### config.mk
export PLATFORM = sky130hd
export DESIGN_NAME = serial_paralelo_rx
export DESIGN_NICKNAME = d
export VERILOG_FILES = /design/src/rtl/serial_paralelo_rx.sv
export SDC_FILE = /design/constraint.sdc
export NUM_CORES = 1
export LEC_CHECK = 0
export CORE_MARGIN = 2
export CORE_UTILIZATION = 55
export CTS_CLUSTER_SIZE = 20
export DETAILED_ROUTE_END_ITERATION = 10
export PLACE_DENSITY = 0.8
export SYNTH_ARGS = -nofsm -noshare
export SYNTH_HDL_FRONTEND = slang
export SYNTH_SLANG_ARGS = --single-unit
export TNS_END_PERCENT = 1
### constraint.sdc
create_clock -name clk_32f -period 2 [get_ports clk_32f]
set_input_delay 0.2 -clock clk_32f [delete_from_list [all_inputs] [get_ports clk_32f]]
set_output_delay 0.2 -clock clk_32f [all_outputs]
set_load 0.02 [all_outputs]
### src/rtl/serial_paralelo_rx.sv
// Serial-to-parallel receiver: finds byte alignment from the COM symbol on a
// 1-bit lane and, once locked, delivers one byte every 8 clocks with a strobe.
module serial_paralelo_rx #(
    parameter logic [7:0] COMMA    = 8'hBC,
    parameter int unsigned BC_COUNT = 4
) (
    input  logic       clk_32f,
    input  logic       reset,
    input  logic       data_in,
    output logic [7:0] data_out,
    output logic       valid_out,
    output logic       active
);

    typedef enum logic [1:0] {
        SEARCH = 2'd0,
        ALIGN  = 2'd1,
        LOCKED = 2'd2
    } state_t;

    state_t      state;
    logic [7:0]  sr;
    logic [2:0]  bit_cnt;
    logic [3:0]  bc_cnt;
    logic [7:0]  cand;
    logic        boundary;
    logic        is_comma;

    // Byte completed on the current edge, including the bit being sampled now.
    assign cand     = {sr[6:0], data_in};
    assign boundary = (bit_cnt == 3'd7);
    assign is_comma = (cand == COMMA);

    always_ff @(posedge clk_32f or posedge reset) begin
        if (reset) begin
            state     <= SEARCH;
            sr        <= '0;
            bit_cnt   <= '0;
            bc_cnt    <= '0;
            data_out  <= '0;
            valid_out <= 1'b0;
            active    <= 1'b0;
        end else begin
            sr        <= cand;
            valid_out <= 1'b0;
            case (state)
                SEARCH: begin
                    if (is_comma) begin
                        bit_cnt <= '0;
                        bc_cnt  <= 4'd1;
                        state   <= ALIGN;
                    end
                end
                ALIGN: begin
                    bit_cnt <= bit_cnt + 3'd1;
                    if (boundary) begin
                        if (is_comma) begin
                            bc_cnt <= bc_cnt + 4'd1;
                            if (bc_cnt + 4'd1 == 4'(BC_COUNT)) begin
                                active <= 1'b1;
                                state  <= LOCKED;
                            end
                        end else begin
                            // Sliding restarts on the following edge, not this one.
                            bc_cnt <= '0;
                            state  <= SEARCH;
                        end
                    end
                end
                LOCKED: begin
                    bit_cnt <= bit_cnt + 3'd1;
                    if (boundary) begin
                        data_out  <= cand;
                        valid_out <= !is_comma;
                    end
                end
                default: state <= SEARCH;
            endcase
        end
    end

endmodule

After elaboration in Yosys (flattened, before gate mapping)
Index checks and enable logic that the tools add are counted.
Operators by class
  add/subtract/negate cells: 2
  equality and inequality tests: 8
  mux-type cells: 13
  bitwise operators: 1
  reduce and logical (&&, ||, !) cells: 10
Operators by type and width (number)
  $mux 4: 3
  $eq 8x8->1 const B: 1
  $mux 2: 4
  $pmux 4 s2: 1
  $reduce_and 4->1: 2
  $pmux 2 s3: 1
  $pmux 3 s2: 1
  $add 4x1->4 const B: 1
  $eq 4x3->1 const B: 1
  $ne 2x2->1 const B: 2
  $reduce_and 2->1: 2
  $reduce_bool 2->1: 2
  $add 3x1->3 const B: 1
  $eq 3x3->1 const B: 1
  $mux 3: 1
  $ne 3x3->1 const B: 1
  $reduce_and 3->1: 1
  $eq 2x1->1 const B: 1
  $eq 2x2->1 const B: 1
  $logic_not 2->1: 1
  $mux 1: 2
  $reduce_or 2->1: 1
  $logic_not 1->1: 1
  $not 1->1: 1
Word-level totals
  bits in registers: 26
  bits of input ports: 3
  output and inout bits: 10
  word-level logic and storage cells: 41

Longest topological paths before layout
Gate-level depths: netlist of the first run.
  depth after elaboration: 6
  gate-level depth with buffers: 6
  depth with buffers taken out: 6

Worst setup path after synthesis of the first run
OpenSTA, ideal clock, no wires.
  path type: reg2reg
  start point: register bit_cnt[0]
  end point: register state[0]
  library setup time: 150 ps
  arrival: 1471 ps
  slack: 379 ps
  cell stages (with the launch flop): 7
  path through: dfrtp_1 > ha_1 > ha_1 > and2b_2 > or2_2 > o21ai_0 > o311ai_0
On the way
  word-level cells in the longest chain between the ends: 3
RTL lines
  start: declaration: RTL line 23  | logic [2:0] bit_cnt;
  start signal: assignment: RTL line 55  | bit_cnt <= bit_cnt + 3'd1;
  start signal: assignment: RTL line 71  | bit_cnt <= bit_cnt + 3'd1;
  $eq 3x3->1: RTL line 31  | assign boundary = (bit_cnt == 3'd7);
  $ne 2x2->1 (no source line)
  $reduce_and 4->1 (no source line)
  end signal: assignment: RTL line 36  | state <= SEARCH;
  end signal: assignment: RTL line 51  | state <= ALIGN;
  end signal: assignment: RTL line 61  | state <= LOCKED;
  end: declaration: RTL line 21  | state_t state;
No other way between the ends.
A chain may end at the register's enable or synchronous reset.

Worst setup path after layout of the first run
  start point: register bc_cnt[0]
  end point: register state[0]
On the way
  word-level cells in the longest chain between the ends: 4
RTL lines
  start: declaration: RTL line 24  | logic [3:0] bc_cnt;
  start signal: assignment: RTL line 58  | bc_cnt <= bc_cnt + 4'd1;
  $add 4x1->4: RTL line 59  | if (bc_cnt + 4'd1 == 4'(BC_COUNT)) begin
  $eq 4x3->1: RTL line 59
  $ne 3x3->1 (no source line)
  $reduce_and 4->1 (no source line)
  end signal: assignment: RTL line 61
  end signal: assignment: RTL line 66  | state <= SEARCH;
  end signal: assignment: RTL line 77  | default: state <= SEARCH;
No other way between the ends.

==> results.yml, run 1 <==
sta:
  fin_skew_ns: 0.00738
  hold_viol: 0
  slew_headroom: 0.650
  rsz0062_at_grt: "no"
  drv_slew: 0
  setup_tns_ns: 0
  finalSetupViolCount: 0
  max_freq_mhz: 559
  final.period_utilization: 0.895
  tightestPinTransition_ns: 0.524
  fin_crit_ns: 1.79
pwr:
  p_comb_frac: 0.103
  ir_worst_vdd_uv: 522
  p_switching_mw: 0.223
  pwr_density_cell_nw_per_um2: 623
  intPower_mw: 0.688
  p_leak_nw: 0.670
  swShare: 0.245
  pwr-share-seq: 0.608
  power.share.clock: 0.289
synth:
  synth_top_area_cell: "dfrtp_1"
  synth_edf_count: 0
  syn_nets: 117
  ys_top_cells_by_count: "26 x dfrtp_1, 10 x o21ai_0, 8 x ha_1, 8 x mux2_2, 7 x inv_1"
  yosysWarnings: 0
  seq_area_frac_synth: 0.516
  synthArstFlopShare: 1.00
  synth-main-ff-cell: "dfrtp_1"
  avgSynthCellArea_sq_um: 11.9
  synth.distinct_cells: 34
  ys_ff_latch: 26
  synth_area_sq_um: 1260
  yosys.cell_count.top_type: "dfrtp_1"
  netlist_top_cells_area: "dfrtp_1 52%, ha_1 7.9%, mux2_2 7.1%"
  synth_top_area_share: 0.516
  synthCells: 106
final_layout:
  num-nets-final: 136
  drive_gt1_frac: 0.185
  area_growth_pct: 16.1
  fill_cells: 174
  antenna_cells: 0
  stdcell_area_sq_um: 1460
detailed_routing:
  drt-total-wl_mm: 2.35
  vias_per_cell: 5.80
  wire_per_inst_um: 15.5
  first_pass_iters: 4
  drc: 0
  first_iter_violations: 21
  ant_nets: 0
  vias: 882
clocking:
  numCtsBuffers: 3
  htreeDepth: 1
  hold_buffers: 0
  cts_resized: 0
  cts-root-buf: "clkbuf_4"
  cts.reportedPaths.clkPinSlew_ns: 0.14
  cts_buffer_depth: 2
  post_cts_buffers: 0
  clock_sinks: 26
  clock_latency_ns: 0.32
  cts_tree: "yes"
floorplanning:
  die_area_sq_um: 2690
  start_util: 0.575
  fp.dieW_um: 51.9
  die_y_um: 51.9
  rows: 17
  io_pins: 13
  coreArea_sq_um: 2190
global_routing:
  grt_use_met2: 0.340
  grt.overflow.total: 0
  grt_pass1_vias: 903
  grt_first_pass_wirelength_mm: 4.16
  use_met1: 0.288
  antenna_found_initial: 0
  use_met3: 0.0259
  grt_usage: 0.210
  grt_max_degree: 27
  busiest_layer: "met2"
critical_path:
  cp_cell_sequence: "ha_1 > or4bb_1 > o31ai_1 > buf_4 > o2111ai_1 > o311ai_0"
  cp_top_family: "flip-flops"
  critPathSlowestCell: "dfrtp_1"
  crit_buf_inv: 1
  critPathCaptureType: "flip-flop"
  timing.reg2reg.setup_slack_ns: 0.21
  path_max_fanout: 9
  required_ns: 2.21
  arrival_ns: 2.00
  worst_path_largest_cell_delay_ns: 0.52
  critPathLaunchType: "flip-flop"
  critPathKind: "reg2reg"
placement:
  globalplace.congestion: 0.838
  io_buffers: 12
  post_dp_cell_area_sq_um: 1430
  dpl.hpwl_mm: 1.74
run:
  maxCapViolations: 0
outcome:
  run_status: "finished, final reports clean"
worst_hold_path:
  hold_path.class: "in2async"
cell usage in the layout, fill, tap and decap left out, types with 2 or more instances in the layout:
master and count:
dfrtp_1 26, clkdlybuf4s50_1 12, o21ai_0 10, mux2_2 8, ha_1 8, inv_1 7
nand2_1 6, o31ai_1 4, o211ai_1 4, buf_4 4, nor2_1 3, a31oi_1 3
a21oi_1 3, clkbuf_4 3, nand3_1 2
path summary, 6_finish.rpt:
| check | start | end | cells after the start |
|---|---|---|---|
| setup / recovery | bc_cnt[0] | state[0] | 6 |
| min in group clk_32f | sr[2] | sr[3] | 0 |
| max in group asynchronous | reset | data_out[7] | 3 |
| hold reg to reg | sr[2] | sr[3] | 0 |
| setup reg to reg | bc_cnt[0] | state[0] | 6 |
| hold / removal | reset | data_out[3] | 3 |
stage by stage:
step           total power, mW  std cells  worst slack (ns)  utilization  hold WS, ns
2_1_floorplan            0.631        106             0.379            -        0.231
4_1_cts                  0.917        152             0.198        0.668        0.235
6_report                 0.911        152             0.211        0.668        0.223
5_1_grt                  0.949        152           0.00475        0.668        0.249
3_5_place_dp             0.659        148             0.151        0.651        0.390
3_3_place_gp             0.654        148             0.222        0.651        0.382
tightest hold or removal path, stage by stage:
cell             delay [ns]
clkdlybuf4s50_1        0.40
inv_1                  0.05
buf_4                  0.31
metal layers:
metal  wire (um)  up-vias
li1            -      428
met1        1110      429
met2        1130       23
met3          84        2
met4          25        0
met5           0        -
layout make-up:
class,count,area (sq um),area share
sequential,26,651,0.445
multi-input combinational,71,564,0.386
timing repair buffer,16,150,0.103
clock buffer,4,36.3,0.0248
tap,28,35.0,0.0240
inverter,7,26.3,0.0180
flip-flops by register name, summed over array words and instances (netlist names):
| name | flops |
|---|---|
| active | 1 |
| valid_out | 1 |
| bit_cnt | 3 |
| sr | 7 |
| data_out | 8 |
| state | 2 |
| bc_cnt | 4 |
cells by family (layout without fill, tap and decap cells):
kind of cell	count (synthesis)	in the layout	share of synthesized area
flip-flops	26	26	0.516
adder cells (fa/ha/maj)	8	8	0.0794
AND/OR/NAND/NOR	24	24	0.132
buffers and inverters	9	27	0.0357
AO/OA/AOI/OAI	31	31	0.165
multiplexers	8	8	0.0715
power by group through the flow:
stage | registers [mW] | clock network, mW | logic (mW)
2_1_floorplan | 0.562 | 0 | 0.0695
3_3_place_gp | 0.563 | 0 | 0.0904
6_report | 0.554 | 0.263 | 0.0941
4_1_cts | 0.554 | 0.268 | 0.0949
5_1_grt | 0.557 | 0.285 | 0.107
3_5_place_dp | 0.564 | 0 | 0.0949
No activity file was read; power rests on OpenSTA's default activity.
==> run 2: changes to the inputs <==
--- a/config.mk
+++ b/config.mk
@@ -9,6 +9,7 @@
 export CORE_UTILIZATION = 55
 export CTS_CLUSTER_SIZE = 20
 export DETAILED_ROUTE_END_ITERATION = 10
+export HOLD_SLACK_MARGIN = 0.15
 export PLACE_DENSITY = 0.8
 export SYNTH_ARGS = -nofsm -noshare
 export SYNTH_HDL_FRONTEND = slang
==> results of run 2 <==
Final layout, timing and power as in run 1 (identical DEF).
